File: config.mk
export PLATFORM = sky130hd
export DESIGN_NAME = fetch_sequencer
export DESIGN_NICKNAME = d
export VERILOG_FILES = /design/src/rtl/fetch_pkg.sv /design/src/rtl/fetch_pc_next.sv /design/src/rtl/fetch_sequencer.sv
export SDC_FILE = /design/constraint.sdc
export NUM_CORES = 1
export LEC_CHECK = 0
export ABC_AREA = 1
export BUFFER_PORTS_ARGS = -buffer_cell sky130_fd_sc_hd__buf_2
export CAP_MARGIN = 0
export CORE_MARGIN = 2
export CORE_UTILIZATION = 54
export DETAILED_ROUTE_END_ITERATION = 6
export PLACE_DENSITY = 0.86
export SKIP_CTS_REPAIR_TIMING = 1
export SLEW_MARGIN = 30
export SYNTH_ARGS = -nofsm -noshare
export SYNTH_HDL_FRONTEND = slang
export SYNTH_SLANG_ARGS = --single-unit
File: constraint.sdc
create_clock -name clk -period 2.7 [get_ports clk]
set_input_delay 0.135 -clock clk [delete_from_list [all_inputs] [get_ports clk]]
set_output_delay 0.135 -clock clk [all_outputs]
set_load 0.05 [all_outputs]
File: src/rtl/fetch_pkg.sv
// Shared types and defaults for the instruction-fetch sequencer.
package fetch_pkg;
   localparam int          DEF_ADDR_W   = 32;
   localparam int          DEF_DATA_W   = 32;
   localparam logic [31:0] DEF_RESET_PC = 32'h0000_0000;
   localparam int          DEF_PC_STEP  = 4;

   typedef enum logic [1:0] {IDLE, FETCH, HOLD, FLUSH} fetch_state_e;
   typedef enum logic [1:0] {PC_HOLD, PC_INC, PC_REDIR} pc_sel_e;
endpackage

File: src/rtl/fetch_pc_next.sv
// Next-PC select: hold, sequential step, or word-aligned redirect target.
module fetch_pc_next
   import fetch_pkg::*;
#(
   parameter int ADDR_W  = DEF_ADDR_W,
   parameter int PC_STEP = DEF_PC_STEP
) (
   input  logic [ADDR_W-1:0] pc,
   input  logic [ADDR_W-1:0] redirect_pc,
   input  pc_sel_e           sel,
   output logic [ADDR_W-1:0] pc_next
);
   always_comb begin
      pc_next = pc;
      unique case (sel)
         PC_INC:   pc_next = pc + ADDR_W'(PC_STEP);
         PC_REDIR: pc_next = {redirect_pc[ADDR_W-1:2], 2'b00};
         default:  pc_next = pc;
      endcase
   end
endmodule

File: src/rtl/fetch_sequencer.sv
// Fetch controller: owns the PC, issues instruction reads, and holds each
// fetched word for decode over valid/ready; redirects flush any pending fetch.
module fetch_sequencer
   import fetch_pkg::*;
#(
   parameter int                ADDR_W   = DEF_ADDR_W,
   parameter int                DATA_W   = DEF_DATA_W,
   parameter logic [ADDR_W-1:0] RESET_PC = ADDR_W'(DEF_RESET_PC),
   parameter int                PC_STEP  = DEF_PC_STEP
) (
   input  logic              clk,
   input  logic              reset,
   input  logic              i_run,
   input  logic              i_redirect,
   input  logic [ADDR_W-1:0] i_redirect_pc,
   output logic              o_mem_read_enable,
   output logic [ADDR_W-1:0] o_mem_address,
   input  logic [DATA_W-1:0] i_mem_data,
   input  logic              i_mem_ready,
   output logic              o_valid,
   input  logic              i_ready,
   output logic [DATA_W-1:0] o_instruction,
   output logic [ADDR_W-1:0] o_pc
);
   fetch_state_e      state_q;
   logic [ADDR_W-1:0] pc_q;
   logic [ADDR_W-1:0] pc_nxt;
   pc_sel_e           pc_sel;

   // Redirect outranks a completing read, so returned data is simply dropped.
   always_comb begin
      pc_sel = PC_HOLD;
      if (i_redirect)
         pc_sel = PC_REDIR;
      else if (state_q == FETCH && i_mem_ready)
         pc_sel = PC_INC;
   end

   fetch_pc_next #(.ADDR_W(ADDR_W), .PC_STEP(PC_STEP)) u_pc_next (
      .pc          (pc_q),
      .redirect_pc (i_redirect_pc),
      .sel         (pc_sel),
      .pc_next     (pc_nxt)
   );

   assign o_mem_read_enable = (state_q == FETCH);
   assign o_mem_address     = pc_q;

   always_ff @(posedge clk or negedge reset) begin
      if (!reset) begin
         state_q       <= IDLE;
         pc_q          <= RESET_PC;
         o_valid       <= 1'b0;
         o_instruction <= '0;
         o_pc          <= RESET_PC;
      end else begin
         pc_q <= pc_nxt;
         if (i_redirect) begin
            // A HOLD transfer in this same cycle has already been taken by decode.
            o_valid <= 1'b0;
            state_q <= FLUSH;
         end else begin
            unique case (state_q)
               IDLE:
                  if (i_run) state_q <= FETCH;
               FETCH:
                  if (i_mem_ready) begin
                     o_instruction <= i_mem_data;
                     o_pc          <= pc_q;
                     o_valid       <= 1'b1;
                     state_q       <= HOLD;
                  end
               HOLD:
                  if (i_ready) begin
                     o_valid <= 1'b0;
                     state_q <= i_run ? FETCH : IDLE;
                  end
               FLUSH:
                  state_q <= i_run ? FETCH : IDLE;
               default:
                  state_q <= IDLE;
            endcase
         end
      end
   end
endmodule

# Yosys cells after proc, flatten, opt, wreduce, memory -nomap -nowiden
# Index checks and enable logic that the tools add are counted.
[word_totals] reg_bits=99 latch_bits=0 ramBits=0 rom_bits=0 wordCells=35 mem_count=0
[classes] add_sub_neg=1 multipliers=0 div=0 n_lt_le_gt_ge=0 n_eq_ne=8 shift=0 mux=13 bitwise_logic=1 reduce_logical=7
[ops] operator="one-hot mux 32 bit (2 select lines)" count=1
[ops] operator="adder 32 x 3 -> 32 bit, second input constant" count=1
[ops] operator="two-way mux 2 bit" count=5
[ops] operator="AND reduction 3 bit" count=3
[ops] operator="one-hot mux 2 bit (4 select lines)" count=1
[ops] operator="== test 2 bit, second input constant" count=3
[ops] operator="inequality test 3 bit, second input constant" count=2
[ops] operator="two-way mux 1 bit" count=5
[ops] operator="== test 2 x 1 -> 1 bit, second input constant" count=2
[ops] operator="inequality test 3 x 2 -> 1 bit, second input constant" count=1
[ops] operator="nonzero test 3 bit" count=1
[ops] operator="zero test 2 bit" count=1
[ops] operator="one-hot mux 1 bit (2 select lines)" count=1
[ops] operator="nonzero test 2 bit" count=1
[ops] operator="logical AND 1 bit" count=1
[ops] operator="inverter 1 bit" count=1

# Logic depth before layout (Yosys ltp)
[logic_depth] ltp_word=6 depth_mapped=11 depth_no_buf=11

# Cells and area by module
# From an unflattened synthesis, not the netlist that was laid out.
[hier_totals] cells_unflattened=649 hier_area_um2=5037.3
[modules_own_cells] mod="fetch_sequencer" instances=1 cells_per_inst=335 area_per_inst_um2=3490.8 seq_area_each_um2=2477.4
[modules_own_cells] mod="fetch_pc_next" instances=1 cells_per_inst=314 area_per_inst_um2=1546.5 seq_area_each_um2=0.0

# Worst setup path after synthesis
# No wires, ideal clock.
[synth_timing] path_kind="reg2reg" start="register pc_q[2] (netlist: o_mem_address[2])" end="register pc_q[22] (netlist: o_mem_address[22])" arrival_time_ns=1.779 slack_ns=0.794 stages_incl_launch_ff=11 n_path_buf=0 cell_sequence="dfrtp_1 > ha_1 > nand3_1 > inv_1 > nand2_1 > inv_1 > nand2_1 > nor2_2 > nand2_1 > nand2_1 > nand3b_1"
[synth_via] elab_chain_len=2
[synth_lines] element="start, declared" line="fetch_sequencer.sv:26" text="logic [ADDR_W-1:0] pc_q;"
[synth_lines] element="start signal, assigned" line="fetch_sequencer.sv:57" text="pc_q <= pc_nxt;"
[synth_lines] element="adder 32 x 3 -> 32 bit" line="fetch_pc_next.sv:16" text="PC_INC: pc_next = pc + ADDR_W'(PC_STEP);"
[synth_lines] element="one-hot mux 32 bit (2 select lines)" line="fetch_pc_next.sv:15" text="unique case (sel)"
# No other way between the ends.
# A chain may end at the register's enable or synchronous reset.

# Worst setup path in the final report
[layout_timing] start="register state_q[1]" end="register pc_q[27] (netlist: o_mem_address[27])"
[layout_via] elab_chain_len=6
[layout_lines] element="start, declared" line="fetch_sequencer.sv:25" text="fetch_state_e state_q;"
[layout_lines] element="start signal, assigned" line="fetch_sequencer.sv:76" text="state_q <= i_run ? FETCH : IDLE;"
[layout_lines] element="start signal, assigned" line="fetch_sequencer.sv:79" text="state_q <= i_run ? FETCH : IDLE;"
[layout_lines] element="== test 2 x 1 -> 1 bit *" line="fetch_sequencer.sv:35" text="else if (state_q == FETCH && i_mem_ready)"
[layout_lines] element="logical AND 1 bit *" line="fetch_sequencer.sv:35"
[layout_lines] element="two-way mux 1 bit *" line="fetch_sequencer.sv:35"
[layout_lines] element="two-way mux 2 bit *" line="fetch_sequencer.sv:33" text="if (i_redirect)"
[layout_lines] element="== test 2 bit / == test 2 x 1 -> 1 bit (equally long branches)" line="fetch_pc_next.sv:15"
[layout_lines] element="one-hot mux 32 bit (2 select lines) / nonzero test 2 bit (equally long branches)"
# Mark *: on every way between the ends. The rest lies on a longest branch, timed or not.

==> out/qor.csv <==
metric,value,unit
dpl hpwl,8840,microns
pre-CTS setup slack,0.669,ns
TritonCTS Buffers,9,
CTS tree,yes,
"Distinct cells, synth",36,
failing checks,hold timing,
RSZ-0062 raised after global routing,false,
GRT Residual Overflow,0,
core area,0.00822,sq mm
critical path class,flip-flop to flip-flop,
outcome,finished with violations,
Routed WL per cell,14.7,microns
fin crit share,78.8,%
multi-input logic area,0.00194,sq mm
worst vdd ir,0.584,mV
drt first-iter violations,291,
GPL Wtd Cong,0.901,
DR DRC count,0,
CP Capture Type,flip-flop,
worst slew pin tran,0.817,ns
Die W,96.3,microns
full die area,0.00927,sq mm
Syn. warnings,0,
DR vias/cell,5.21,
most frequent cell after synthesis,nand2_1,
clock sinks,95,
Most used DFF post-synth,dfrtp_1,
"FFs w/ async S/R, synth",100,%
area delta synth->final,30.0,%
Worst Hold Class,primary input to flip-flop,
total global-route track usage,27.5,%
n_diodes,0,
vias in the first global route,4293,
"Min Clock Period, post-route",2.13,ns
share of cells above drive strength 1,23.6,%
Cells after Synth,607,
top cell type's share of synthesized area,51.7,%
XOR/XNOR share of the synthesized area,0.762,%
fillers,681,
number of flops mapped to enable cells by yosys,0,
PortBufs,161,
I/O Pins,168,
"area leader, netlist",dfrtp_1,
Pwr Density,909,mW/mm^2
max-cap violations,0,
Die Height,96.3,microns
main combinational cell family by area after synthesis,simple AND/OR/NAND/NOR gates,
adder-cell share of the synthesized area,0.272,%
Clock Latency Late Sink,0.37,ns
first-pass GRT wire length,19800,microns
Leakage,0.00319,uW
antenna-violating nets left,0,
Worst-path clk slew,0.09,ns
Worst EP required,3.00,ns
count of final setup violators,0,
Clock Skew,0.00940,ns
Mean Syn Cell Area,7.57,sq um
Nets,863,
final slew viol count,0,
fin worst setup slack,0.573,ns
WP data arrival,2.43,ns
largest net degree at the start of global routing,63,
# rows,33,
Relative slew margins,45.6,%
clock root buffer,clkbuf_8,
endpoints failing hold,8,
post-synthesis register bit count,95,
WL final,13200,microns
register area,0.00238,sq mm
setup TNS,0,ns
First-pass DRT Iterations,5,
"top cells by area, synth","dfrtp_1 (52%), nand2_1 (20%), nor2_1 (6.8%)",
initial antenna violation count,0,
sequential area share after synthesis,51.7,%
Simple-Gate Fraction of Synth Area,34.2,%
compound-cell area share of the yosys netlist,6.67,%
clock buffer depth,2,
H-Tree Depth,3,
startpoint types,flip-flop,
Vias,4697,
Max Clk Rate,0.470,GHz
hold_ws,-0.0313,ns
top post-synthesis cells by count,"nand2_1 (250), dfrtp_1 (95), nor2_1 (83)",
Netlist Area Pre-Place,0.00460,sq mm
mux share of post-synthesis cell area,0,%
Critical Path Fanout Max,18,
initial core utilization,55.9,%
-- placed cells by master, fill, tap and decap left out, types with 2 or more instances in the layout --
cell           netlist  final
nor2_1              83     83
nor2_4               2      2
nor3_1               4      4
clkinv_4             0      2
inv_2                2      2
nand3_1             32     32
buf_12               0      2
o211ai_1             5      5
dlygate4sd3_1        0     31
o221ai_1             5      5
nand3b_1             5      5
nand2_1            250    250
inv_1               37     37
a21oi_1              4      4
nand4_1              7      7
buf_2               11    160
dfrtp_1             95     95
and2_1               2      2
clkbuf_8             0      9
buf_4                4      4
xor2_1               3      3
o21ai_1             15     15
o21ai_0             16     16
conb_1               1      4
-- logic make-up after synthesis --
family | count (synthesis)
AO/OA/AOI/OAI | 52
XOR/XNOR | 4
adder cells (fa/ha/maj) | 1
buffers and inverters | 66
flip-flops | 95
other | 1
AND/OR/NAND/NOR | 388
-- routing by layer --
metal / wire (microns) / up-vias / track usage [%]
li1: - / 2273 / -
met1: 5370 / 2223 / 35.8
met2: 6690 / 172 / 45.5
met3: 856 / 29 / 4.93
met4: 298 / 0 / 10.8
met5: 0 / - / 0
-- stage by stage --
stage	power (uW)	util (%)	hold slack [ns]	cells	instance area, sq um
after global routing	5700	72.7	0.00133	902	5980
final	5430	72.7	-0.0313	902	5980
after global placement	4400	66.6	0.275	855	5470
after CTS	5410	69.0	-0.117	871	5670
after detailed placement	4460	66.6	0.281	855	5470
after floorplan	3830	-	-0.161	610	4610
-- area by class of cell --
cell class              count  share of cell area (%)
clock buffers              10                    2.14
clock inverters             6                    1.15
inverters                  40                    2.51
multi-input cells         449                    32.5
flip-flops and latches     95                    39.8
well taps                 105                    2.20
repair buffers            197                    19.8
-- worst max-delay path, cell delays in order (launching register included) --
cell and delay (ns):
dfrtp_1 0.46, nor2_4 0.22, nand2_4 0.12, nand2_2 0.30, clkinv_1 0.56, nor2_1 0.24
nand2_1 0.09, nand2_1 0.07
-- final timing paths --
kind                                                   start                            end  slack (ns)  cells past startpoint
min in group asynchronous                              reset           o_pc[26]$_DFFE_PN0P_        0.39                      2
worst max register to register        state_q[1]$_DFFE_PN0P_  o_mem_address[27]$_DFFE_PN0P_        0.57                      7
worst min-delay path                          i_mem_data[30]  o_instruction[30]$_DFFE_PN0P_       -0.03                      3
worst max-delay path                  state_q[1]$_DFFE_PN0P_  o_mem_address[27]$_DFFE_PN0P_        0.57                      7
max in group asynchronous                              reset   o_mem_address[3]$_DFFE_PN0P_        1.63                      3
worst min register to register  o_instruction[6]$_DFFE_PN0P_   o_instruction[6]$_DFFE_PN0P_        0.48                      2
-- state kept, by name, indices dropped and copies added (netlist names) --
register / cells
o_instruction: 32
o_mem_address: 30
o_pc: 30
o_valid: 1
state_q: 2
-- power breakdown --
part,switching (uW),internal (uW),leakage (uW)
sequential,257,1790,0.00117
clock,522,434,0.0000968
combinational,1900,535,0.00192
total,2680,2760,0.00319
Power figures use the tool's default switching activity.
